**config.mk**
```make
export PLATFORM = sky130hd
export DESIGN_NAME = mprj_io_serial_loader
export DESIGN_NICKNAME = d
export VERILOG_FILES = /design/src/rtl/mprj_io_serial_loader.sv
export SDC_FILE = /design/constraint.sdc
export NUM_CORES = 1
export LEC_CHECK = 0
export BUFFER_PORTS_ARGS = -buffer_cell sky130_fd_sc_hd__clkbuf_2
export CAP_MARGIN = 0
export CORE_MARGIN = 1.5
export CORE_UTILIZATION = 49
export DETAILED_ROUTE_END_ITERATION = 7
export PLACE_DENSITY = 0.74
export SLEW_MARGIN = 10
export SYNTH_ARGS = -nofsm -noshare
export SYNTH_HDL_FRONTEND = slang
export SYNTH_SLANG_ARGS = --single-unit
```
**constraint.sdc**
```tcl
create_clock -name wb_clk_i -period 1.9 [get_ports wb_clk_i]
set_clock_uncertainty 0.05 [all_clocks]
set_input_delay 0.38 -clock wb_clk_i [delete_from_list [all_inputs] [get_ports wb_clk_i]]
set_output_delay 0.38 -clock wb_clk_i [all_outputs]
set_load 0.01 [all_outputs]
```
**src/rtl/mprj_io_serial_loader.sv**
```systemverilog
// Serial loader for the user-project pad control chain: walks the config register file from the
// last pad down to pad 0, shifts each word MSB first, then pulses load.
module mprj_io_serial_loader #(
    parameter int unsigned IO_PADS  = 38,
    parameter int unsigned CFG_BITS = 13,
    parameter int unsigned CLK_DIV  = 2
) (
    input  logic                wb_clk_i,
    input  logic                wb_rst_i,
    input  logic                xfer_start,
    output logic [5:0]          cfg_raddr,
    input  logic [CFG_BITS-1:0] cfg_rdata,
    output logic                serial_clock,
    output logic                serial_data_out,
    output logic                serial_load,
    output logic                serial_resetn,
    output logic                busy,
    output logic                done
);

    localparam int unsigned BW = (CFG_BITS > 1) ? $clog2(CFG_BITS) : 1;
    localparam int unsigned DW = (CLK_DIV > 1) ? $clog2(CLK_DIV) : 1;
    localparam logic [5:0]    LastAddr = 6'(IO_PADS - 1);
    localparam logic [BW-1:0] LastBit  = BW'(CFG_BITS - 1);
    localparam logic [DW-1:0] DivLoad  = DW'(CLK_DIV - 1);

    typedef enum logic [2:0] {StIdle, StFetch, StShiftLo, StShiftHi, StLoad} state_e;

    state_e              r_state, w_state;
    logic [5:0]          r_raddr, w_raddr;
    logic [BW-1:0]       r_bit, w_bit;
    logic [DW-1:0]       r_div, w_div;
    logic [CFG_BITS-1:0] r_shift, w_shift;
    logic                r_sclk, w_sclk;
    logic                r_sdo, w_sdo;
    logic                r_load, w_load;
    logic                r_busy, w_busy;
    logic                r_done, w_done;
    logic                r_resetn;
    logic [CFG_BITS-1:0] w_shifted;

    assign w_shifted = r_shift << 1;

    always_comb begin
        w_state = r_state;
        w_raddr = r_raddr;
        w_bit   = r_bit;
        w_div   = r_div;
        w_shift = r_shift;
        w_sclk  = r_sclk;
        w_sdo   = r_sdo;
        w_load  = r_load;
        w_busy  = r_busy;
        w_done  = 1'b0;
        case (r_state)
            StIdle: begin
                if (xfer_start) begin
                    w_state = StFetch;
                    w_busy  = 1'b1;
                    w_raddr = LastAddr;
                    w_bit   = LastBit;
                end
            end
            StFetch: begin
                w_shift = cfg_rdata;
                w_sdo   = cfg_rdata[CFG_BITS-1];
                w_sclk  = 1'b0;
                w_div   = DivLoad;
                w_state = StShiftLo;
            end
            StShiftLo: begin
                if (r_div == '0) begin
                    w_state = StShiftHi;
                    w_sclk  = 1'b1;
                    w_div   = DivLoad;
                end else begin
                    w_div = r_div - 1'b1;
                end
            end
            StShiftHi: begin
                if (r_div != '0) begin
                    w_div = r_div - 1'b1;
                end else begin
                    w_sclk = 1'b0;
                    w_div  = DivLoad;
                    if (r_bit != '0) begin
                        // Data only moves on entry to the low phase, never mid-bit.
                        w_shift = w_shifted;
                        w_sdo   = w_shifted[CFG_BITS-1];
                        w_bit   = r_bit - 1'b1;
                        w_state = StShiftLo;
                    end else if (r_raddr != '0) begin
                        w_raddr = r_raddr - 1'b1;
                        w_bit   = LastBit;
                        w_state = StFetch;
                    end else begin
                        w_load  = 1'b1;
                        w_state = StLoad;
                    end
                end
            end
            StLoad: begin
                if (r_div == '0) begin
                    w_load  = 1'b0;
                    w_busy  = 1'b0;
                    w_done  = 1'b1;
                    w_state = StIdle;
                end else begin
                    w_div = r_div - 1'b1;
                end
            end
            default: w_state = StIdle;
        endcase
    end

    always_ff @(posedge wb_clk_i) begin
        if (wb_rst_i) begin
            r_state  <= StIdle;
            r_raddr  <= '0;
            r_bit    <= '0;
            r_div    <= '0;
            r_shift  <= '0;
            r_sclk   <= 1'b0;
            r_sdo    <= 1'b0;
            r_load   <= 1'b0;
            r_busy   <= 1'b0;
            r_done   <= 1'b0;
            r_resetn <= 1'b0;
        end else begin
            r_state  <= w_state;
            r_raddr  <= w_raddr;
            r_bit    <= w_bit;
            r_div    <= w_div;
            r_shift  <= w_shift;
            r_sclk   <= w_sclk;
            r_sdo    <= w_sdo;
            r_load   <= w_load;
            r_busy   <= w_busy;
            r_done   <= w_done;
            r_resetn <= 1'b1;
        end
    end

    assign cfg_raddr       = r_raddr;
    assign serial_clock    = r_sclk;
    assign serial_data_out = r_sdo;
    assign serial_load     = r_load;
    assign serial_resetn   = r_resetn;
    assign busy            = r_busy;
    assign done            = r_done;

endmodule

```
==> results of run 1 <==
cell usage in the layout (no fill, tap or decap), drive strengths merged, types with 3 or more instances in the layout:
| cell type | count |
|---|---|
| buf | 28 |
| dfxtp | 32 |
| nor3 | 8 |
| nand2b | 3 |
| a311oi | 16 |
| a21oi | 22 |
| o21ai | 4 |
| clkbuf | 33 |
| nor2 | 9 |
| inv | 8 |
| a211oi | 4 |
| nand2 | 17 |
| nand3 | 13 |
| a31oi | 3 |
| mux2 | 3 |
kinds of logic (layout without fill, tap and decap cells):
family	after synthesis	in the layout	synth area share [%]
multiplexers	4	4	3.04
buffers and inverters	23	70	5.69
adder cells (fa/ha/maj)	2	2	1.60
flip-flops	32	32	41.0
AO/OA/AOI/OAI	56	56	25.6
AND/OR/NAND/NOR	69	69	23.1
power by group:
| group | internal [W] | switching, W |
|---|---|---|
| sequential | 0.000733 | 0.0000454 |
| clock | 0.000136 | 0.000222 |
| combinational | 0.000199 | 0.000243 |
| total | 0.00107 | 0.000511 |
state kept, by name, summed over array words and instances (netlist names):
name and flops:
done 1, r_bit 4, serial_clock 1, busy 1, r_state 3, cfg_raddr 6
serial_resetn 1, r_shift 12, serial_load 1, serial_data_out 1, r_div 1
layout make-up:
class                      count  area share (%)
clock buffer                   6            2.02
sequential                    32            31.8
clock inverter                 1           0.245
timing repair buffer          55            17.3
multi-input combinational    131            44.5
tap                           44            2.70
inverter                       8            1.47
per-layer routing:
layer	vias to the layer above	GRT usage [%]	wire length (um)
met5	-	0	0
met4	0	11.0	72
met3	11	6.33	171
met2	48	39.9	1880
met1	749	32.5	1840
li1	787	-	-
tightest hold or removal path: cells and delay by family:
family / cells / cell delay [ps]
compound gates: 1 / 80
simple gates: 1 / 40
buf+inv: 1 / 80
what timing repair did:
item	in CTS	in global routing
gates resized for setup	12	8
cloned	0	0
endpoints found under the setup margin	5	13
setup buffers	7	1
hold buffers	0	0
pin swaps	8	1
metrics by stage:
step                instances  power (W)  util, %
finish                    277    0.00158     67.4
CTS                       276    0.00156     66.0
floorplan                 186    0.00106        -
global route              277    0.00166     67.4
global placement          262    0.00118     61.4
detailed placement        262    0.00120     61.4
worst min-delay path by stage:
stage,start,to
4_1_cts,cfg_rdata[10],r_shift[10]
3_3_place_gp,serial_load,serial_load
3_5_place_dp,serial_load,serial_load
6_report,cfg_rdata[10],r_shift[10]
2_1_floorplan,wb_rst_i,serial_resetn
5_1_grt,cfg_rdata[12],serial_data_out
==> metrics.txt, run 1 <==
hold depth=3; Filler cells=242; Async SR Flop Fraction=0%; Congestion Overflow GR=0; Antenna diodes=0; register area=648 um^2; Clock Latency Late Sink=330 ps; Setup crit end=cfg_raddr[3]; DRC Markers=0; Synth warnings=0; worst endpoint required time=2070 ps; slowest stage delay, CP=400 ps; clock tree root driver cell=clkbuf_4; final wirelength=3970 um; setup_tns=0 ps; Final Hold Slack=235 ps; max-slew violation count=0; final setup fails=0; FMAX=527 MHz; initial antenna violation count=0; Synth top area share=41.0%; Hold Violations, Final=0; WP buf/inv=2; Die Footprint=3530 um^2; first-pass GRT wire length=6700 um; outcome=finished clean; leak pwr=0.832 nW; vias in the first global route=1,534; via count=1,595; CP Capture Type=flop; post-route cell area=2040 um^2; WS Path Type=flop to flop; routed len/inst=14.3 um; Post-synth top cells=dfxtp_1, a21oi_1, nand2_1, a311oi_1, nand3_1; minimum clock period after layout=1900 ps; TritonRoute pass-1 iters=4; Mapped Cells=186; depth of the worst register-to-register path=7; Reg-to-Reg End=cfg_raddr[3]; period utilisation layout=99.8%; unrepaired setup endpoints after global routing=yes; IO buf count=27; crit path launch=r_bit[1]; Clock transition at path regs=100 ps; worst vdd ir=0.000496 V; CTS sink count=32; Worst R2R Setup Slack=3 ps; Rel. slew slack=70.7%; CP Depth=7; Tot GR Track Use=25.3%; CP max-delay cell=or3b_4; synth top area cells=dfxtp_1, a311oi_1, a21oi_1; CP Cell Sequence=inv_2 -> ha_4 -> or3b_4 -> a2111oi_4 -> buf_4 -> nand2_2 -> mux2_4; CTS Buf Count=5; Unique masters post-synth=41; Power Density=774 nW/um^2; I/O pin count=28; most numerous cell in the Yosys netlist=dfxtp_1; TritonCTS clock tree=built; DP Worst Slack=-71.9 ps; Die H=59.5 um; dpl cell area=1860 um^2; Top FF cell, synth=dfxtp_1; layout cells sized above 1=36.9%; Avg Inst Size Synth=8.40 um^2; Syn-to-layout area delta=30.6%; Max Fanout on Critical Path=3; cell taking the most area after synthesis=dfxtp_1; Post-DRT Antenna Nets=0; syn_nets=204; DR vias/cell=5.76; slew at the pin closest to its max-slew limit=436 ps; core box area=3030 um^2; Seq/Total Area, Yosys=41.0%; post-DP HPWL=2610 um; largest net degree at the start of global routing=24; nets=251; Yosys reg bits=32; die width=59.5 um; Initial Util=51.6%; CTS H-tree lvls=2; 1st-iter DRT viols=107; min-delay worst type=input pin to flop; Multi-input gate area=907 um^2; Mapped Area=1560 um^2; Max Cap Viol=0; standard-cell rows=20; CP arrival=2070 ps; Reg2Reg Launch Point=r_bit[1]; Post-synth EDFFs=0; CP top delay family=simple AND/OR/NAND/NOR gates; CTS max path bufs=2; Final WS setup=3.18 ps; Final Wtd Congestion=0.832; startpoint types=flop
Power figures use the tool's default switching activity.
==> run 2, diff against run 1 <==
--- a/config.mk
+++ b/config.mk
@@ -5,12 +5,14 @@
 export SDC_FILE = /design/constraint.sdc
 export NUM_CORES = 1
 export LEC_CHECK = 0
-export BUFFER_PORTS_ARGS = -buffer_cell sky130_fd_sc_hd__clkbuf_2
 export CAP_MARGIN = 0
+export CELL_PAD_IN_SITES_DETAIL_PLACEMENT = 1
+export CELL_PAD_IN_SITES_GLOBAL_PLACEMENT = 2
 export CORE_MARGIN = 1.5
-export CORE_UTILIZATION = 49
+export CORE_UTILIZATION = 33
 export DETAILED_ROUTE_END_ITERATION = 7
-export PLACE_DENSITY = 0.74
+export DONT_BUFFER_PORTS = 1
+export PLACE_DENSITY_LB_ADDON = 0.1
 export SLEW_MARGIN = 10
 export SYNTH_ARGS = -nofsm -noshare
 export SYNTH_HDL_FRONTEND = slang
==> run 2 against run 1 <==
Core utilization down 24 points. Power rose by 16%. Sequential cell count is the same.
==> metrics.txt, run 2 (synthesis results as in run 1) <==
vias in the first global route=1,532 (was 1,534); initial antenna violation count=0 (unchanged); busiest metal layer after global routing=met2 (unchanged); CP Capture Type=flop (unchanged); max reg flops=12 (unchanged); IO buf count=0 (was 27); CTS Buf Count=5 (unchanged); Sw Ratio=29.0% (was 32.4%); leak pwr=0.725 nW (was 0.832 nW); via count=1,491 (was 1,595); CTS sink count=32 (unchanged); Initial Util=35.1% (was 51.6%); outcome=finished clean (unchanged); startpoint types=flop (unchanged); DR vias/cell=5.80 (was 5.76); minimum clock period after layout=1880 ps (was 1900 ps); Tot GR Track Use=17.8% (was 25.3%); Clock transition at path regs=70 ps (was 100 ps); post-DP HPWL=3050 um (was 2610 um); slew at the pin closest to its max-slew limit=417 ps (was 436 ps); Max Fanout on Critical Path=4 (was 3); Rel. slew slack=72.0% (was 70.7%); unrepaired setup endpoints after global routing=yes (unchanged); Pint=0.00130 W (was 0.00107 W); Largest Register=r_shift (unchanged); GR Util met2=30.7% (was 39.9%); Antenna diodes=0 (unchanged); layout cells sized above 1=28.3% (was 36.9%); DP Worst Slack=-23.7 ps (was -71.9 ps); most common cell after layout, fill and taps aside=dfxtp_1 (unchanged); min-delay worst type=input pin to flop (unchanged); final wirelength=4290 um (was 3970 um); final setup fails=0 (unchanged); Max Cap Viol=0 (unchanged); Die Footprint=5150 um^2 (was 3530 um^2); routed len/inst=16.7 um (was 14.3 um); FMAX=531 MHz (was 527 MHz); first-pass GRT wire length=7220 um (was 6700 um); CTS max path bufs=2 (unchanged); worst vdd ir=0.000373 V (was 0.000496 V); CP arrival=2050 ps (was 2070 ps); WS Path Type=flop to flop (unchanged); max-slew violation count=0 (unchanged); I/O pin count=28 (unchanged); largest net degree at the start of global routing=33 (was 24); die width=71.8 um (was 59.5 um); Congestion Overflow GR=0 (unchanged); Switching Power=0.000531 W (was 0.000511 W); Syn-to-layout area delta=24.0% (was 30.6%); nets=222 (was 251); period utilisation layout=99.1% (was 99.8%); Post-DRT Antenna Nets=0 (unchanged); Hold Violations, Final=0 (unchanged); Clk pwr share=35.5% (was 22.7%); TritonRoute pass-1 iters=4 (unchanged); Die H=71.8 um (was 59.5 um); post-route cell area=1940 um^2 (was 2040 um^2); Clock Latency Late Sink=290 ps (was 330 ps); TritonCTS clock tree=built (unchanged); dpl cell area=1760 um^2 (was 1860 um^2); clock tree root driver cell=clkbuf_8 (was clkbuf_4); Final WS setup=17.2 ps (was 3.18 ps); standard-cell rows=24 (was 20); Power Density=947 nW/um^2 (was 774 nW/um^2); Flop pwr share=42.6% (was 49.3%); Post-CTS Hold Buffers=0 (unchanged); core box area=4440 um^2 (was 3030 um^2); GR Util met3=4.50% (was 6.33%); CTS H-tree lvls=2 (unchanged); most frequent cells in the layout=dfxtp_1, buf_4, a21oi_1, a311oi_1, nand2_1 (was dfxtp_1, clkbuf_2, buf_4, a21oi_1, nand2_1); 1st-iter DRT viols=48 (was 107); Final Wtd Congestion=0.735 (was 0.832); worst endpoint required time=2070 ps (about the same); combinational share of power=21.9% (was 28.0%); M1 GR Usage=21.8% (was 32.5%); DRC Markers=0 (unchanged)
## run 2: layout make-up
cell class              instances  area [um^2]
inverters                       8         30.0
repair buffers                 26          195
clock buffers                   6         72.6
fillers                       537         2510
clock inverters                 2         35.0
well taps                      52         65.1
flip-flops and latches         32          647
multi-input cells             131          891
## run 2: worst max-delay path: stages, from the launching register on
cell and delay, ps:
dfxtp_2 330, or4b_4 530, mux2_4 290, or4_4 490
a21oi_1 130
## run 2: timing repair
item,in CTS,in global routing
endpoints found under the setup margin,3,16
setup buffers,2,1
endpoints found under the hold margin,0,0
resized for setup,8,8
pin swaps,6,3
## run 2: routing by layer
metal / routed length (um) / part of all wire [%]
met5: 0 / 0
met4: 48 / 1.1
met3: 142 / 3.3
met2: 2180 / 51
met1: 1920 / 45
## run 2: power by group through the flow
stage	logic [W]	registers, W	clock network (W)
after CTS	0.000395	0.000780	0.000670
after global routing	0.000448	0.000789	0.000702
after floorplan	0.000267	0.000792	0
after detailed placement	0.000384	0.000795	0
after global placement	0.000372	0.000792	0
final	0.000401	0.000782	0.000650
## run 2: final timing paths
path	from	cells past startpoint	to	slack (ps)
worst min-delay path	wb_rst_i	1	cfg_raddr[1]	100
worst max-delay path	r_state[0]	4	r_bit[1]	20
worst max register to register	r_state[0]	4	r_bit[1]	20
worst min register to register	r_shift[8]	2	r_shift[9]	430
## run 2: metrics by stage
| stage | power (W) | cells | hold WS [ps] | util (%) | TNS (ps) |
|---|---|---|---|---|---|
| 2_1_floorplan | 0.00106 | 186 | 398 | - | -11.7 |
| 3_3_place_gp | 0.00116 | 246 | 399 | 39.5 | 0 |
| 3_5_place_dp | 0.00118 | 246 | 403 | 39.5 | -39.8 |
| 4_1_cts | 0.00184 | 256 | 89.1 | 42.8 | -67.8 |
| 5_1_grt | 0.00194 | 257 | 81.3 | 43.6 | -10.3 |
| 6_report | 0.00183 | 257 | 97.9 | 43.6 | 0 |
==> run 3, diff against run 2 <==
--- a/config.mk
+++ b/config.mk
@@ -13,6 +13,8 @@
 export DETAILED_ROUTE_END_ITERATION = 7
 export DONT_BUFFER_PORTS = 1
 export PLACE_DENSITY_LB_ADDON = 0.1
+export RECOVER_POWER = 25
+export SETUP_SLACK_MARGIN = 0.02
 export SLEW_MARGIN = 10
 export SYNTH_ARGS = -nofsm -noshare
 export SYNTH_HDL_FRONTEND = slang
==> constraint.sdc (replaced) <==
create_clock -name wb_clk_i -period 1.6 [get_ports wb_clk_i]
set_clock_uncertainty 0.05 [all_clocks]
set_input_delay 0.32 -clock wb_clk_i [delete_from_list [all_inputs] [get_ports wb_clk_i]]
set_output_delay 0.32 -clock wb_clk_i [all_outputs]
set_load 0.01 [all_outputs]
==> run 3 against run 2 <==
The run now ends with setup timing left. Critical path depth is the same. Core utilization is 7.8 points higher. Global-route usage is 1.9 points higher. Sequential cell count stayed put. Power up 30%. Hold slack worse by 53 ps. Critical path type unchanged. Largest cell class unchanged.
==> metrics.txt, run 3 (synthesis results as in run 1) <==
period utilisation layout=116% (was 99.1%); min-delay worst type=input pin to flop (unchanged); Die H=71.8 um (unchanged); minimum clock period after layout=1860 ps (was 1880 ps); final setup fails=26 (was 0); hold depth=1 (unchanged); CP Cell Sequence=or4b_4 -> mux2_4 -> or4_4 -> a21oi_2 (was or4b_4 -> mux2_4 -> or4_4 -> a21oi_1); Reg-to-Reg End=r_bit[0] (was r_bit[1]); total power=0.00239 W (was 0.00183 W); outcome=complete, but fails checks (was finished clean); Tot GR Track Use=19.8% (was 17.8%); Power Density=1050 nW/um^2 (was 947 nW/um^2); Hold Crit Start=wb_rst_i (unchanged); Max Cap Viol=0 (unchanged); WS Path Type=flop to flop (unchanged); Worst R2R Setup Slack=-260 ps (was 20 ps); Rel. slew slack=72.9% (was 72.0%); nets=237 (was 222); failing checks=setup timing; combinational share of power=28.9% (was 21.9%); CTS H-tree lvls=2 (unchanged); Largest Register=r_shift (unchanged); depth of the worst register-to-register path=4 (unchanged); leak pwr=0.842 nW (was 0.725 nW); max-slew violation count=0 (unchanged); CP arrival=2030 ps (was 2050 ps); Flop pwr share=38.7% (was 42.6%); Sw Ratio=30.9% (was 29.0%); routed len/inst=18.6 um (was 16.7 um); worst endpoint required time=1770 ps (was 2070 ps); FMAX=537 MHz (was 531 MHz); CP Capture Type=flop (unchanged); initial antenna violation count=0 (unchanged); CTS sink count=32 (unchanged); CP top delay family=simple AND/OR/NAND/NOR gates (unchanged); TritonCTS clock tree=built (unchanged); Congestion Overflow GR=0 (unchanged); Pint=0.00165 W (was 0.00130 W); DRC Markers=0 (unchanged); Die Footprint=5150 um^2 (unchanged); Clk pwr share=32.4% (was 35.5%); vias in the first global route=1,700 (was 1,532); Reg2Reg Launch Point=r_state[1] (was r_state[0]); first-pass GRT wire length=8100 um (was 7220 um); slowest stage delay, CP=530 ps (about the same); largest net degree at the start of global routing=33 (unchanged); CTS max path bufs=2 (unchanged); die width=71.8 um (unchanged); clock tree root driver cell=clkbuf_8 (unchanged); Hold Violations, Final=0 (unchanged); slew at the pin closest to its max-slew limit=404 ps (was 417 ps); Max Fanout on Critical Path=3 (was 4); TritonRoute pass-1 iters=4 (unchanged); dpl cell area=1840 um^2 (was 1760 um^2); layout cells sized above 1=47.7% (was 28.3%); CTS Buf Count=5 (unchanged); unrepaired setup endpoints after global routing=yes (unchanged); Final Wtd Congestion=0.732 (was 0.735); Antenna diodes=0 (unchanged); Initial Util=35.1% (unchanged); most frequent cells in the layout=buf_4, dfxtp_1, nand2_1, nand3_1, a21oi_2 (was dfxtp_1, buf_4, a21oi_1, a311oi_1, nand2_1); Post-CTS Hold Buffers=0 (unchanged); WP buf/inv=0 (unchanged); standard-cell rows=24 (unchanged); DR vias/cell=5.74 (was 5.80); post-DP HPWL=3220 um (was 3050 um); 1st-iter DRT viols=52 (was 48); Clock Latency Late Sink=280 ps (was 290 ps); Clock transition at path regs=70 ps (about the same); post-route cell area=2280 um^2 (was 1940 um^2); startpoint types=flop (unchanged); Switching Power=0.000737 W (was 0.000531 W); WHS Endpoint=cfg_raddr[0] (was cfg_raddr[1]); most common cell after layout, fill and taps aside=buf_4 (was dfxtp_1); worst vdd ir=0.000647 V (was 0.000373 V); CP max-delay cell=or4b_4 (unchanged); max reg flops=12 (unchanged); via count=1,560 (was 1,491); core box area=4440 um^2 (unchanged); Syn-to-layout area delta=46.2% (was 24.0%); final wirelength=5070 um (was 4290 um); Final WS setup=-263 ps (was 17.2 ps); I/O pin count=28 (unchanged); Post-DRT Antenna Nets=0 (unchanged); IO buf count=0 (unchanged)
[run 3: layout make-up]
cell class	instances	area (um^2)
clock buffer	6	72.6
clock inverter	2	35.0
fill	505	2160
inverter	8	30.0
multi-input combinational	132	1100
sequential	32	647
tap	52	65.1
timing repair buffer	40	330
[run 3: what timing repair did]
action,in CTS,in global routing
pin swaps,14,18
cloned,1,1
endpoints found under the setup margin,26,29
gates resized for setup,34,35
setup buffers,5,1
[run 3: through the flow]
step	std cells	utilization (%)	worst slack, ps	hold slack [ps]	TNS, ps
global placement	256	41.3	-228	339	-2650
floorplan	186	-	-299	338	-2040
CTS	270	47.6	-257	34.3	-2180
detailed placement	256	41.3	-308	343	-4660
global route	272	51.4	-326	38.5	-4910
finish	272	51.4	-263	44.8	-2860
[run 3: power by group through the flow]
stage | clock (W) | combinational, W | sequential (W)
detailed placement | 0 | 0.000516 | 0.000935
CTS | 0.000791 | 0.000591 | 0.000918
finish | 0.000774 | 0.000691 | 0.000923
global placement | 0 | 0.000494 | 0.000933
floorplan | 0 | 0.000321 | 0.000942
global route | 0.000830 | 0.000750 | 0.000930
[run 3: worst max-delay path by stage]
stage / from / to / slack [ps] / depth (start not counted)
finish: r_state[1] / r_bit[0] / -260 / 4
global route: r_bit[1] / cfg_raddr[5] / -330 / 8
CTS: r_state[1] / r_bit[0] / -260 / 4
detailed placement: r_bit[0] / cfg_raddr[5] / -310 / 7
global placement: r_bit[1] / cfg_raddr[3] / -230 / 6
floorplan: r_bit[0] / cfg_raddr[3] / -300 / 6
[run 3: layer usage]
metal	routed length, um	GRT usage [%]	part of all wire [%]	vias up
met5	0	0	0	-
met4	28	5.66	0.55	0
met3	164	4.64	3.2	4
met2	2510	32.9	49	24
met1	2370	25.5	47	769
li1	-	-	-	763
